File: src/rtl/cla_pkg.sv
// ---------------------------------------------------------------------------
// cla_pkg
// Shared definitions for the sequential carry-lookahead adder controller.
//   - ST_IDLE / ST_RUN / ST_DONE : state encodings used by the controller FSM
//   - NIBBLE                     : width of one carry-lookahead slice pass
//   - state_e                    : controller state type built on the encodings
//   - clog2()                    : ceiling log2, sizes the nibble index counter
// ---------------------------------------------------------------------------
package cla_pkg;

   localparam logic [1:0] ST_IDLE = 2'd0;
   localparam logic [1:0] ST_RUN  = 2'd1;
   localparam logic [1:0] ST_DONE = 2'd2;

   localparam int NIBBLE = 4;

   typedef enum logic [1:0] {
      S_IDLE = ST_IDLE,
      S_RUN  = ST_RUN,
      S_DONE = ST_DONE
   } state_e;

   // Ceiling log2; returns at least 1 so a counter is never zero bits wide
   function automatic int clog2(input int value);
      int result;
      int remaining;
      result    = 0;
      remaining = value - 1;
      while (remaining > 0) begin
         result    = result + 1;
         remaining = remaining >> 1;
      end
      if (result == 0) begin
         result = 1;
      end
      return result;
   endfunction

endpackage

File: src/rtl/cla_4bit.sv
// ---------------------------------------------------------------------------
// cla_4bit
// Combinational 4-bit carry-lookahead adder slice.
//   a_i, b_i : 4-bit addends
//   c_i      : carry-in
//   sum_o    : 4-bit sum
//   cout_o   : carry-out of bit 3
//   g_o, p_o : group generate / propagate for cascading into a wider tree
// ---------------------------------------------------------------------------
module cla_4bit (
   input  logic [3:0] a_i,
   input  logic [3:0] b_i,
   input  logic       c_i,
   output logic [3:0] sum_o,
   output logic       cout_o,
   output logic       g_o,
   output logic       p_o
);

   logic [3:0] gen;
   logic [3:0] prop;
   logic [4:0] carry;

   // Every carry is expanded directly from generate/propagate terms so no
   // carry ripples through more than two gate levels.
   always_comb begin
      gen      = a_i & b_i;
      prop     = a_i ^ b_i;
      carry[0] = c_i;
      carry[1] = gen[0] | (prop[0] & c_i);
      carry[2] = gen[1] | (prop[1] & gen[0]) | (prop[1] & prop[0] & c_i);
      carry[3] = gen[2] | (prop[2] & gen[1]) | (prop[2] & prop[1] & gen[0])
               | (prop[2] & prop[1] & prop[0] & c_i);
      carry[4] = gen[3] | (prop[3] & gen[2]) | (prop[3] & prop[2] & gen[1])
               | (prop[3] & prop[2] & prop[1] & gen[0])
               | (prop[3] & prop[2] & prop[1] & prop[0] & c_i);
      sum_o    = prop ^ carry[3:0];
      cout_o   = carry[4];
      g_o      = gen[3] | (prop[3] & gen[2]) | (prop[3] & prop[2] & gen[1])
               | (prop[3] & prop[2] & prop[1] & gen[0]);
      p_o      = &prop;
   end

endmodule

File: src/rtl/cla_seq_add_ctrl.sv
// ---------------------------------------------------------------------------
// cla_seq_add_ctrl
// Multi-cycle WIDTH-bit adder that reuses a single cla_4bit slice, one nibble
// per cycle from the LSB end, holding the inter-nibble carry in a register.
// Optional feature macro: CLA_SUB_EN adds sub_in for a - b.
//
// Ports:
//   clk, rst_n              : clock, asynchronous active-low reset
//   start_valid/start_ready : operand handshake (accepted only in IDLE)
//   a_in, b_in, cin_in      : operands and carry-in
//   sub_in                  : subtract request (CLA_SUB_EN builds only)
//   res_valid/res_ready     : result handshake
//   sum_out, cout_out       : sum and carry-out of bit WIDTH-1
//   ovf_out                 : two's-complement overflow
//   busy                    : high while an operation is in RUN or DONE
// ---------------------------------------------------------------------------
module cla_seq_add_ctrl
   import cla_pkg::*;
#(
   parameter int WIDTH = 32
) (
   input  logic             clk,
   input  logic             rst_n,
   input  logic             start_valid,
   output logic             start_ready,
   input  logic [WIDTH-1:0] a_in,
   input  logic [WIDTH-1:0] b_in,
   input  logic             cin_in,
`ifdef CLA_SUB_EN
   input  logic             sub_in,
`endif
   output logic             res_valid,
   input  logic             res_ready,
   output logic [WIDTH-1:0] sum_out,
   output logic             cout_out,
   output logic             ovf_out,
   output logic             busy
);

   localparam int NSLICE = WIDTH / NIBBLE;
   localparam int IDXW   = clog2(NSLICE);
   localparam int SHIFTW = clog2(NIBBLE);
   localparam logic [IDXW-1:0] LAST_IDX = IDXW'(NSLICE - 1);

   state_e                 state_q;
   logic [IDXW-1:0]        idx_q;
   logic [WIDTH-1:0]       a_q;
   logic [WIDTH-1:0]       b_q;
   logic [WIDTH-1:0]       sum_q;
   logic                   carry_q;
   logic                   resValid_q;
   logic                   busy_q;
   logic                   startReady_q;

   logic [WIDTH-1:0]       bEff_d;
   logic                   carryIn_d;
   logic [IDXW+SHIFTW-1:0] nibBase;
   logic [NIBBLE-1:0]      sliceSum;
   logic                   sliceCout;
   logic                   slice_g_unused;
   logic                   slice_p_unused;

   // Operand B and the initial carry as they are latched at accept time.
   // Subtraction is a + ~b + 1, so the caller's carry-in is overridden.
   always_comb begin
      bEff_d    = b_in;
      carryIn_d = cin_in;
`ifdef CLA_SUB_EN
      if (sub_in) begin
         bEff_d    = ~b_in;
         carryIn_d = 1'b1;
      end
`endif
   end

   // Bit offset of the nibble being processed this cycle
   assign nibBase = {idx_q, {SHIFTW{1'b0}}};

   cla_4bit uSlice (
      .a_i    (a_q[nibBase +: NIBBLE]),
      .b_i    (b_q[nibBase +: NIBBLE]),
      .c_i    (carry_q),
      .sum_o  (sliceSum),
      .cout_o (sliceCout),
      .g_o    (slice_g_unused),
      .p_o    (slice_p_unused)
   );

   // Controller FSM. IDLE latches operands, RUN walks the nibbles LSB first
   // feeding each slice carry-out into the next pass, DONE holds the result
   // until the consumer takes it. start_ready is low outside IDLE so a new
   // operation can never be accepted in the same cycle one completes.
   always_ff @(posedge clk or negedge rst_n) begin
      if (!rst_n) begin
         state_q      <= S_IDLE;
         idx_q        <= '0;
         a_q          <= '0;
         b_q          <= '0;
         sum_q        <= '0;
         carry_q      <= 1'b0;
         resValid_q   <= 1'b0;
         busy_q       <= 1'b0;
         startReady_q <= 1'b1;
      end else begin
         case (state_q)
            S_IDLE: begin
               if (start_valid && startReady_q) begin
                  a_q          <= a_in;
                  b_q          <= bEff_d;
                  carry_q      <= carryIn_d;
                  idx_q        <= '0;
                  busy_q       <= 1'b1;
                  startReady_q <= 1'b0;
                  state_q      <= S_RUN;
               end
            end
            S_RUN: begin
               sum_q[nibBase +: NIBBLE] <= sliceSum;
               carry_q                  <= sliceCout;
               if (idx_q == LAST_IDX) begin
                  idx_q      <= '0;
                  resValid_q <= 1'b1;
                  state_q    <= S_DONE;
               end else begin
                  idx_q <= idx_q + 1'b1;
               end
            end
            S_DONE: begin
               if (res_ready) begin
                  resValid_q   <= 1'b0;
                  busy_q       <= 1'b0;
                  startReady_q <= 1'b1;
                  state_q      <= S_IDLE;
               end
            end
            default: begin
               idx_q        <= '0;
               resValid_q   <= 1'b0;
               busy_q       <= 1'b0;
               startReady_q <= 1'b1;
               state_q      <= S_IDLE;
            end
         endcase
      end
   end

   // Result outputs read as zero unless a completed result is on offer, so
   // the nibbles being filled in during RUN are never visible.
   assign start_ready = startReady_q;
   assign res_valid   = resValid_q;
   assign busy        = busy_q;
   assign sum_out     = resValid_q ? sum_q : '0;
   assign cout_out    = resValid_q & carry_q;
   assign ovf_out     = resValid_q & (a_q[WIDTH-1] == b_q[WIDTH-1])
                      & (sum_q[WIDTH-1] != a_q[WIDTH-1]);

endmodule
File: config.mk
export PLATFORM = sky130hd
export DESIGN_NAME = cla_seq_add_ctrl
export DESIGN_NICKNAME = d
export VERILOG_FILES = /design/src/rtl/cla_pkg.sv /design/src/rtl/cla_4bit.sv /design/src/rtl/cla_seq_add_ctrl.sv
export SDC_FILE = /design/constraint.sdc
export NUM_CORES = 1
export LEC_CHECK = 0
export ABC_AREA = 1
export ABC_CLOCK_PERIOD_IN_PS = 2100
export CORE_UTILIZATION = 47
export DETAILED_ROUTE_END_ITERATION = 6
export HOLD_SLACK_MARGIN = 0.1
export PLACE_DENSITY_LB_ADDON = 0.15
export SLEW_MARGIN = 20
export SYNTH_ARGS = -nofsm -noshare
export SYNTH_HDL_FRONTEND = slang
export SYNTH_SLANG_ARGS = --single-unit
export TNS_END_PERCENT = 50
File: constraint.sdc
create_clock -name clk -period 2.1 [get_ports clk]
set_input_delay 0.21 -clock clk [delete_from_list [all_inputs] [get_ports clk]]
set_output_delay 0.21 -clock clk [all_outputs]
set_load 0.005 [all_outputs]
==> metrics.txt <==
status=complete, but fails checks; failing checks=negative setup slack; leading cell type in the layout, fill and taps excluded=nand2_1; met1 usage in global routing=30.95%; fmax=446.6 MHz; Placed Cells=932; Power Total=12.16 mW; largest net degree at the start of global routing=106; WHS=365.4 ps; CP startpoint kind=flop; minimum clock period=2239 ps; synthesis-stage register bit count=105; global-route usage over all layers=23.31%; Netlist Area Pre-Place=0.005260 mm²; data arrival time of the critical path=2530 ps; DP HPWL=8784 µm; Critical Path Fanout Max=8; H-tree Lvls=3; leakage=3.674 nW; antenna viol nets, final=0; WL per Instance=13.50 µm; DRT Wirelength=12910 µm; Ports=106; Util after Layout=65.38%; initial core utilization=48.31%; Vias per Instance=5.004; Power Density=1708 mW/mm²; die height=107.8 µm; Synth Warn #=0; first-pass GRT wire length=21420 µm; GRT overflow=0; RSZ-0062 raised after global routing=yes; Clk Latency, worst-skew pair=370 ps; CTS tree=done; Area Overhead vs Synth=35.32%; IO Port Bufs=105; Max Cap Violations=0; First-pass DRT Iterations=4; Slew Limit Fails=0; DRT iter0 DRCs=281; # rows=38; clock buffer count from CTS=9; # setup viols final=32; Die Width=107.8 µm; relative slew slack=62.05%; met2 Resource Use GR=40.61%; GRT busiest layer=met2; Worst Hold Class=in2reg; residual DRC count=0; Final Wtd Congestion=0.8583; CTS root buffer=clkbuf_8; GR met3 Demand/Resource=2.361%; Setup TNS=-3052 ps; Final Cell Area=0.007118 mm²; dpl cell area=0.006541 mm²; die footprint=0.01162 mm²; initial antenna violation count=0; Final WS setup=-139.2 ps; Max Clock Skew=8.821 ps; Avg Synthesized Cell Area=7.601 µm²; CP Data Required Time=2390 ps; Core ar.=0.01089 mm²; vias in the first global route=4569; number of diodes=0; crit share post-route=106.6%; vias post-DR=4784; share of post-route cells with drive strength above 1=16.42%; CP endpoint kind=flop; final non-filler cell total=956; syn_nets=774; nets=894; Yosys cell types=30; most frequent cells in the layout=298 x nand2_1, 104 x clkdlybuf4s50_1, 103 x dfrtp_1; CTS Buffer Depth=2; CTS Sinks=105; Syn Inst Count=692; Worst Max-Slew Pin Slew=569.3 ps; count of final hold-check violations=0; CP Class=reg2reg; peak supply drop=1012 µV; sequential fraction of the synthesis area=49.98%; Reg clk slew, reported paths=100 ps; DP Worst Slack=-293.2 ps
==> final timing paths <==
path,startpoint,to,slack (ps),depth (start not counted)
worst min register to register,sum_q[15],sum_q[15],480,2
max in group asynchronous,rst_n,b_q[2],1210,3
worst max-delay path,idx_q[0],sum_q[19],-140,15
worst max register to register,idx_q[0],sum_q[19],-140,15
min in group asynchronous,rst_n,state_q[1],430,3
worst min-delay path,b_in[20],b_q[20],370,3
==> final cells by class <==
cell class	instances	area, µm²
repair buffers	139	1384
well taps	140	175.2
clock inverters	5	57.56
flip-flops and latches	105	2630
repair inverters	2	12.51
multi-input cells	492	2485
inverters	63	246.5
clock buffers	10	127.6
fillers	958	3770
==> cell families after synthesis <==
| logic type | synth area share, % |
|---|---|
| AOI/OAI and AO/OA | 8.088 |
| xor gates and xnor gates | 0.1665 |
| adders and majority gates | 3.235 |
| buffers and inverters | 8.064 |
| DFF | 49.98 |
| and+or+nand+nor | 30.47 |
==> worst max-delay path, stage by stage, from the launching register on <==
cell	delay, ps
dfrtp_2	450
buf_12	150
buf_12	130
o21ai_1	200
o22ai_2	110
nor2_2	130
nor2_2	70
ha_4	280
nand2_2	50
inv_2	60
nand2_2	70
nand2_2	70
nand2_2	60
nand2_4	120
nand2_2	70
o21ai_1	130
==> flip-flops by register name, summed over array words and instances (netlist names) <==
name         flops
state_q          2
start_ready      1
b_q             32
busy             1
idx_q            3
carry_q          1
res_valid        1
a_q             32
sum_q           32
==> cell usage after synthesis (all sizes together) <==
master | instances | area [µm²]
buf | 25 | 157.7
nand2 | 312 | 1171
nor3 | 1 | 5.000
dfrtp | 104 | 2603
o21ai | 56 | 280.3
o22ai | 17 | 106.4
a22oi | 1 | 7.510
nand3b | 1 | 7.510
a21oi | 4 | 23.77
xnor2 | 1 | 8.760
nand4 | 14 | 93.84
ha | 12 | 150.1
o21a | 1 | 7.510
clkbuf | 7 | 27.52
inv | 63 | 239.0
fa | 1 | 20.02
nor2 | 58 | 245.2
dfstp | 1 | 26.28
nand3 | 13 | 80.08
==> metal layers <==
metal  up-vias  share of wire [%]
met5         -                  0
met3        17                4.3
met1      2246                 44
li1       2394                  -
met2       127                 50
met4         0                1.4
==> power by group <==
| group | total, mW | switching [mW] | leakage (nW) | internal (mW) |
|---|---|---|---|---|
| combinational | 7.43 | 4.33 | 2.25 | 3.10 |
| clock | 1.24 | 0.693 | 0.0844 | 0.544 |
| sequential | 3.49 | 0.607 | 1.34 | 2.88 |
| total | 12.2 | 5.63 | 3.67 | 6.53 |
==> what timing repair did <==
item	in CTS	in global routing
pin swaps	6	42
hold endpoints to repair	104	0
gates resized for setup	32	61
hold buffers	1	0
setup endpoints to repair	33	33
setup buffers	5	1
gates cloned	4	0
Note: power is estimated with default switching activity, not from simulation.
